--- src/rtl/haz_det_pkg.sv ---
// Shared pipeline definitions used by the hazard detection unit.
package haz_det_pkg;

  // Register-address width (16-entry register file).
  localparam int ADDR_W = 4;

  // Encoding of the EX-stage memory-read flag: the flag is active-low, so 0 marks a load.
  localparam logic MEMREAD_ACTIVE = 1'b0;

  typedef logic [ADDR_W-1:0] reg_addr_t;

endpackage

--- src/rtl/haz_cmp.sv ---
// Pure combinational load-use comparator: flags a load in EX whose destination
// register is a source operand of the instruction in DE.
module haz_cmp
  import haz_det_pkg::*;
#(
  parameter int ADDR_W = haz_det_pkg::ADDR_W
) (
  input  logic [ADDR_W-1:0] ex_write_addr,
  input  logic [ADDR_W-1:0] de_op1_addr,
  input  logic [ADDR_W-1:0] de_op2_addr,
  input  logic              ex_read_bit,
  output logic              hazard
);

  logic addr_match;

  // Full-width compare on both operands; register 0 is treated like any other register.
  always_comb begin
    addr_match = (ex_write_addr == de_op1_addr) || (ex_write_addr == de_op2_addr);
  end

  // Default to stalling so an unknown read flag or destination address falls into the
  // safe branch in simulation; only a known non-load or a known address miss clears it.
  always_comb begin
    hazard = 1'b1;
    if (ex_read_bit == ~MEMREAD_ACTIVE) begin
      hazard = 1'b0;
    end else if (ex_read_bit == MEMREAD_ACTIVE) begin
      if (addr_match) begin
        hazard = 1'b1;
      end else if (!addr_match) begin
        hazard = 1'b0;
      end
    end
  end

endmodule

--- src/rtl/haz_det.sv ---
// Load-use hazard detection unit: combinational stall controls for PC, IF/DE and
// the DE control word, plus a registered hazard flag and saturating stall counter.
module haz_det
  import haz_det_pkg::*;
#(
  parameter int ADDR_W = haz_det_pkg::ADDR_W,
  parameter int CNT_W  = 16
) (
  input  logic              clk,
  input  logic              rst_n,
  input  logic [ADDR_W-1:0] EXwriteAddr,
  input  logic [ADDR_W-1:0] DEop1Addr,
  input  logic [ADDR_W-1:0] DEop2Addr,
  input  logic              EXreadbit,
  output logic              fetchbuffenable,
  output logic              zerocontrol,
  output logic              pcenable,
  output logic              hazard_q,
  output logic [CNT_W-1:0]  stall_cnt
);

  logic             hazard;
  logic             hazard_d;
  logic [CNT_W-1:0] stall_cnt_d;
  logic [CNT_W-1:0] stall_cnt_q;

  haz_cmp #(
    .ADDR_W(ADDR_W)
  ) u_haz_cmp (
    .ex_write_addr(EXwriteAddr),
    .de_op1_addr  (DEop1Addr),
    .de_op2_addr  (DEop2Addr),
    .ex_read_bit  (EXreadbit),
    .hazard       (hazard)
  );

  // Stall decode: hold PC and IF/DE and inject a bubble while the hazard is present.
  always_comb begin
    fetchbuffenable = ~hazard;
    zerocontrol     = hazard;
    pcenable        = ~hazard;
  end

  // Next-state for the debug status: follow hazard, count stalls without wrapping.
  always_comb begin
    hazard_d    = hazard;
    stall_cnt_d = stall_cnt_q;
    if (hazard && (stall_cnt_q != {CNT_W{1'b1}})) begin
      stall_cnt_d = stall_cnt_q + {{(CNT_W-1){1'b0}}, 1'b1};
    end
  end

  // Debug status registers, cleared asynchronously by reset.
  always_ff @(posedge clk or negedge rst_n) begin
    if (!rst_n) begin
      hazard_q    <= 1'b0;
      stall_cnt_q <= '0;
    end else begin
      hazard_q    <= hazard_d;
      stall_cnt_q <= stall_cnt_d;
    end
  end

  assign stall_cnt = stall_cnt_q;

endmodule

--- config.mk ---
export PLATFORM = sky130hd
export DESIGN_NAME = haz_det
export DESIGN_NICKNAME = d
export VERILOG_FILES = /design/src/rtl/haz_det_pkg.sv /design/src/rtl/haz_cmp.sv /design/src/rtl/haz_det.sv
export SDC_FILE = /design/constraint.sdc
export NUM_CORES = 1
export LEC_CHECK = 0
export CORE_ASPECT_RATIO = 1.2
export CORE_MARGIN = 2
export CORE_UTILIZATION = 35
export DETAILED_ROUTE_END_ITERATION = 16
export GPL_ROUTABILITY_DRIVEN = 1
export PLACE_DENSITY = 0.66
export SYNTH_ARGS = -nofsm -noshare
export SYNTH_HDL_FRONTEND = slang
export SYNTH_SLANG_ARGS = --single-unit
--- constraint.sdc ---
create_clock -name clk -period 1.8 [get_ports clk]
set_input_delay 0.27 -clock clk [delete_from_list [all_inputs] [get_ports clk]]
set_output_delay 0.27 -clock clk [all_outputs]
set_load 0.03 [all_outputs]
-- Yosys cells after proc, flatten, opt, wreduce, memory -nomap -nowiden
Index checks and enable logic that the tools add are counted.
- register bits after elaboration: 17
- latch bits: 0
- memory bits (writable): 0
- memory bits (read-only): 0
- input port bits: 15
- output and inout bits: 20
- logic and storage cells: 11
- memories: 0
- add/sub/neg operators: 1
- multiply operators: 0
- div/mod/pow operators: 0
- order comparisons: 0
- eq/ne operators: 3
- shifts and indexed selects: 0
- mux-type cells: 2
- bitwise logic cells: 1
- reduce and logical (&&, ||, !) cells: 2
- operators by type and width (cell ; count):
    adder 16 x 1 -> 16 bit, second input constant ; 1
    != test 16 bit, second input constant ; 1
    equality test 4 bit ; 2
    2-to-1 mux 1 bit ; 2
    logical AND 1 bit ; 1
    logical OR 1 bit ; 1
    inverter 1 bit ; 1

-- Logic depth before layout (Yosys ltp)
- word-level depth: 5
- mapped depth: 7
- mapped depth without buffers: 6

-- Cells and area by module
A second synthesis with hierarchy kept.
- cells, all modules: 90
- area total of the unflattened synthesis: 950.9 µm²
- by module, submodules not included (module ; times used ; cells an instance ; area each (µm²) ; sequential area each (µm²)):
    haz_det ; 1 ; 79 ; 863.3 ; 425.4
    haz_cmp ; 1 ; 11 ; 87.6 ; 0.0

-- Worst setup path before layout
OpenSTA, ideal clock, no wires.
- kind: reg2reg
- start: register stall_cnt_q[0] (netlist: stall_cnt[0])
- end: register stall_cnt_q[1] (netlist: stall_cnt[1])
- library setup time: 0.128 ns
- arrival time: 1.722 ns
- required time: 1.672 ns
- slack: -0.049 ns
- cell stages (with the launch flop): 7
- buffers on the path: 0
- period minus slack after synthesis: 1.849 ns
- cell sequence: dfrtp_1 > ha_1 > nand4_2 > nor3b_4 > nand2b_2 > nand2_1 > mux2_1
- word-level cells in the longest chain between the ends: 2
- elaborated cells on any way between the ends: 3
- those cells by class: add/sub (1); eq/ne (1); reduce/logical (1)
- RTL lines (item ; RTL line ; RTL):
    from (decl) ; haz_det.sv:25 ; logic [CNT_W-1:0] stall_cnt_q;
    from (signal assigned) ; haz_det.sv:60 ; stall_cnt_q <= stall_cnt_d;
    parallel branches: the longest is 2 deep, another holds adder 16 x 1 -> 16 bit ; -- ;
Several ways; the timed one is not identified.
A chain may end at the register's enable or synchronous reset.

-- Worst setup path after layout
- start: input port DEop2Addr[3]
- end: output port zerocontrol
- word-level cells in the longest chain between the ends: 4
- RTL lines (item ; RTL line ; RTL):
    from (decl) ; haz_det.sv:13 ; input logic [ADDR_W-1:0] DEop2Addr,
    equality test 4 bit ; haz_cmp.sv:19 ; addr_match = (ex_write_addr == de_op1_addr) || (ex_write_addr == de_op2_addr);
    logical OR 1 bit ; haz_cmp.sv:19 ;
    2-to-1 mux 1 bit ; haz_cmp.sv:29 ; if (addr_match) begin
    2-to-1 mux 1 bit ; haz_cmp.sv:26 ; if (ex_read_bit == ~MEMREAD_ACTIVE) begin
    to (decl) ; haz_det.sv:16 ; output logic zerocontrol,
No other way between the ends.

==> qor.yml <==
floorplanning:
  initial_utilization_pct: 37.0
  die_area_um2: 3100
  die_w_um: 51.2
  die_h_um: 60.6
  pin_count: 35
  coreArea_um2: 2530
  rows: 20
yosys:
  yosysUniqueCellTypes: 22
  yosysWarnings: 0
  ys_seq_area_share_pct: 45.5
  netlist_instances: 85
  syn-num-nets: 101
  netlist_area_um2: 935
  syn_avg_cell_area_um2: 11.0
  synth-seq-cells: 17
timing:
  grt_setup_unrepaired: "false"
  finalCriticalPeriod_ns: 1.72
  fin_crit_sh_pct: 95.5
  hold_ws_ns: 0.293
  finalClockSkew_ns: 0.00349
  layout_setup_ws_ns: 0.0805
  relSlewSlack_pct: 69.1
  setup_viol: 0
  setup_tns_ns: 0
  fmax_ghz: 0.582
  hold_viol_final: 0
  worst_pin_slew_ns: 0.460
  final_max_slew_viol_count: 0
power_and_ir_drop:
  peakVddDrop_v: 0.000423
  power.density_nw_per_um2: 727
  p_leak_nw: 0.660
clock_tree:
  cts_inserted_buffers: 3
  cts_buffer_depth: 2
  cts_sinks: 17
  clk_pin_slew_ns: 0.10
  cts_tree: "done"
  holdBufCountCts: 0
  clock_latency_ns: 0.28
  clock-root-buffer: "clkbuf_4"
  htreeDepth: 1
route:
  met2_length_um: 1130
  wl_met3_um: 57
  routed.top_layer: "met4"
  wl_per_cell_um: 12.7
  drc: 0
  drt_iter0_markers: 9
  ant_nets: 0
  vias_per_cell: 4.77
  met1Wirelength_um: 830
  wirelength_um: 2050
  vias: 768
  drt-pass1-iter-count: 3
final_layout:
  layout_commonest_cell: "xnor2_1"
  fillerInstances: 225
  antenna_cells: 0
  syn2layout_area_growth_pct: 49.7
  fin_nets: 145
  drive_gt1_share_pct: 18.8
  finalInstanceArea_um2: 1400
  layout_common_cells: "xnor2_1 (22), clkdlybuf4s50_1 (20), dfrtp_1 (15)"
global_route:
  overflow: 0
  grt_pass1_vias: 821
  grt_max_degree: 18
  grtUsageTotal_pct: 15.4
  grt_pass1_wl_um: 3570
  antenna_found_initial: 0
critical_path:
  path_max_fanout: 3
  crit_path_end_kind: "output pin"
  cp-start-kind: "input pin"
  arrival_ns: 1.45
  cp.required_ns: 1.53
  rr_startpoint: "stall_cnt[0]"
  worstSetupPathType: "in2out"
  worstSetupStartpoint: "DEop2Addr[3]"
worst_hold_path:
  worst_hold_path_type: "in2async"
placement:
  pre_cts_slack_ns: -0.350
  place_area_um2: 1350
  dpl.hpwl_um: 1610
  port_buffers: 34
  place_congestion: 0.759
job:
  drv_cap: 0
status:
  status: "complete, no violations"
[repair_timing]
| item | CTS | global route |
|---|---|---|
| endpoints found under the setup margin | 3 | 5 |
| pin swaps | 5 | 7 |
| endpoints found under the hold margin | 0 | 0 |
| gates resized for setup | 18 | 5 |
| setup buffers | 2 | 0 |
[logic make-up after synthesis]
family,synth area share [%]
compound gates,0.804
xor+xnor,21.6
fa+ha+maj,1.34
buf+inv,4.42
flops,45.5
mux,1.20
simple gates,25.2
[Yosys cell counts, drive strengths merged]
cell    instances  area (um2)
a21o            1        7.51
and2            3        18.8
and3            7        46.3
buf             3        30.0
dfrtp          17         425
ha              1        12.5
inv             3        11.3
mux2            1        11.3
nand2           2        7.51
nand2b          1        8.76
nand3          10        60.1
nand4           9        62.6
nor2            2        7.51
nor3            1        5.00
nor3b           1        18.8
xnor2          22         193
xor2            1        8.76
[final timing paths]
check	endpoint	slack, ns	cells after the start
hold reg to reg	stall_cnt[9]	0.50	1
hold / removal	stall_cnt[15]	0.29	2
setup reg to reg	stall_cnt[1]	0.13	6
setup / recovery	zerocontrol	0.08	7
max in group asynchronous	stall_cnt[1]	1.30	2
min in group clk	stall_cnt[9]	0.50	1
[per-stage QoR]
step / utilization, % / std cells / power (mW)
2_1_floorplan: - / 85 / 0.664
3_5_place_dp: 53.5 / 156 / 0.834
6_report: 55.3 / 161 / 1.02
4_1_cts: 54.9 / 161 / 1.03
3_3_place_gp: 53.5 / 156 / 0.826
5_1_grt: 55.3 / 161 / 1.09
[area by class of cell]
| cell class | instances | area [um2] | area share, % |
|---|---|---|---|
| sequential | 17 | 428 | 30.6 |
| inverter | 3 | 18.8 | 1.34 |
| multi-input combinational | 62 | 468 | 33.5 |
| timing repair buffer | 42 | 417 | 29.8 |
| clock buffer | 4 | 26.3 | 1.88 |
| tap | 33 | 41.3 | 2.95 |
[report_power, final]
| part | total, mW | switching, mW | leakage [nW] | internal (mW) |
|---|---|---|---|---|
| Sequential | 0.484 | 0.0561 | 0.230 | 0.428 |
| Clock | 0.202 | 0.116 | 0.0150 | 0.0859 |
| Combinational | 0.331 | 0.172 | 0.415 | 0.160 |
[layer usage]
layer	vias to the layer above	GRT usage, %
met5	-	0
li1	378	-
met3	4	2.46
met1	367	18.4
met2	19	28.0
met4	0	5.41
[registers in the layout (all words and copies together), names as in the netlist]
signal,cells
stall_cnt,16
hazard_q,1
[worst max-delay path, cell delays in order]
cell and delay (ns):
clkdlybuf4s50_1 0.47, xnor2_1 0.11, nand4_1 0.10, a21o_1 0.21, buf_6 0.14, inv_8 0.05, buf_8 0.11
No activity file was read; power rests on OpenSTA's default activity.
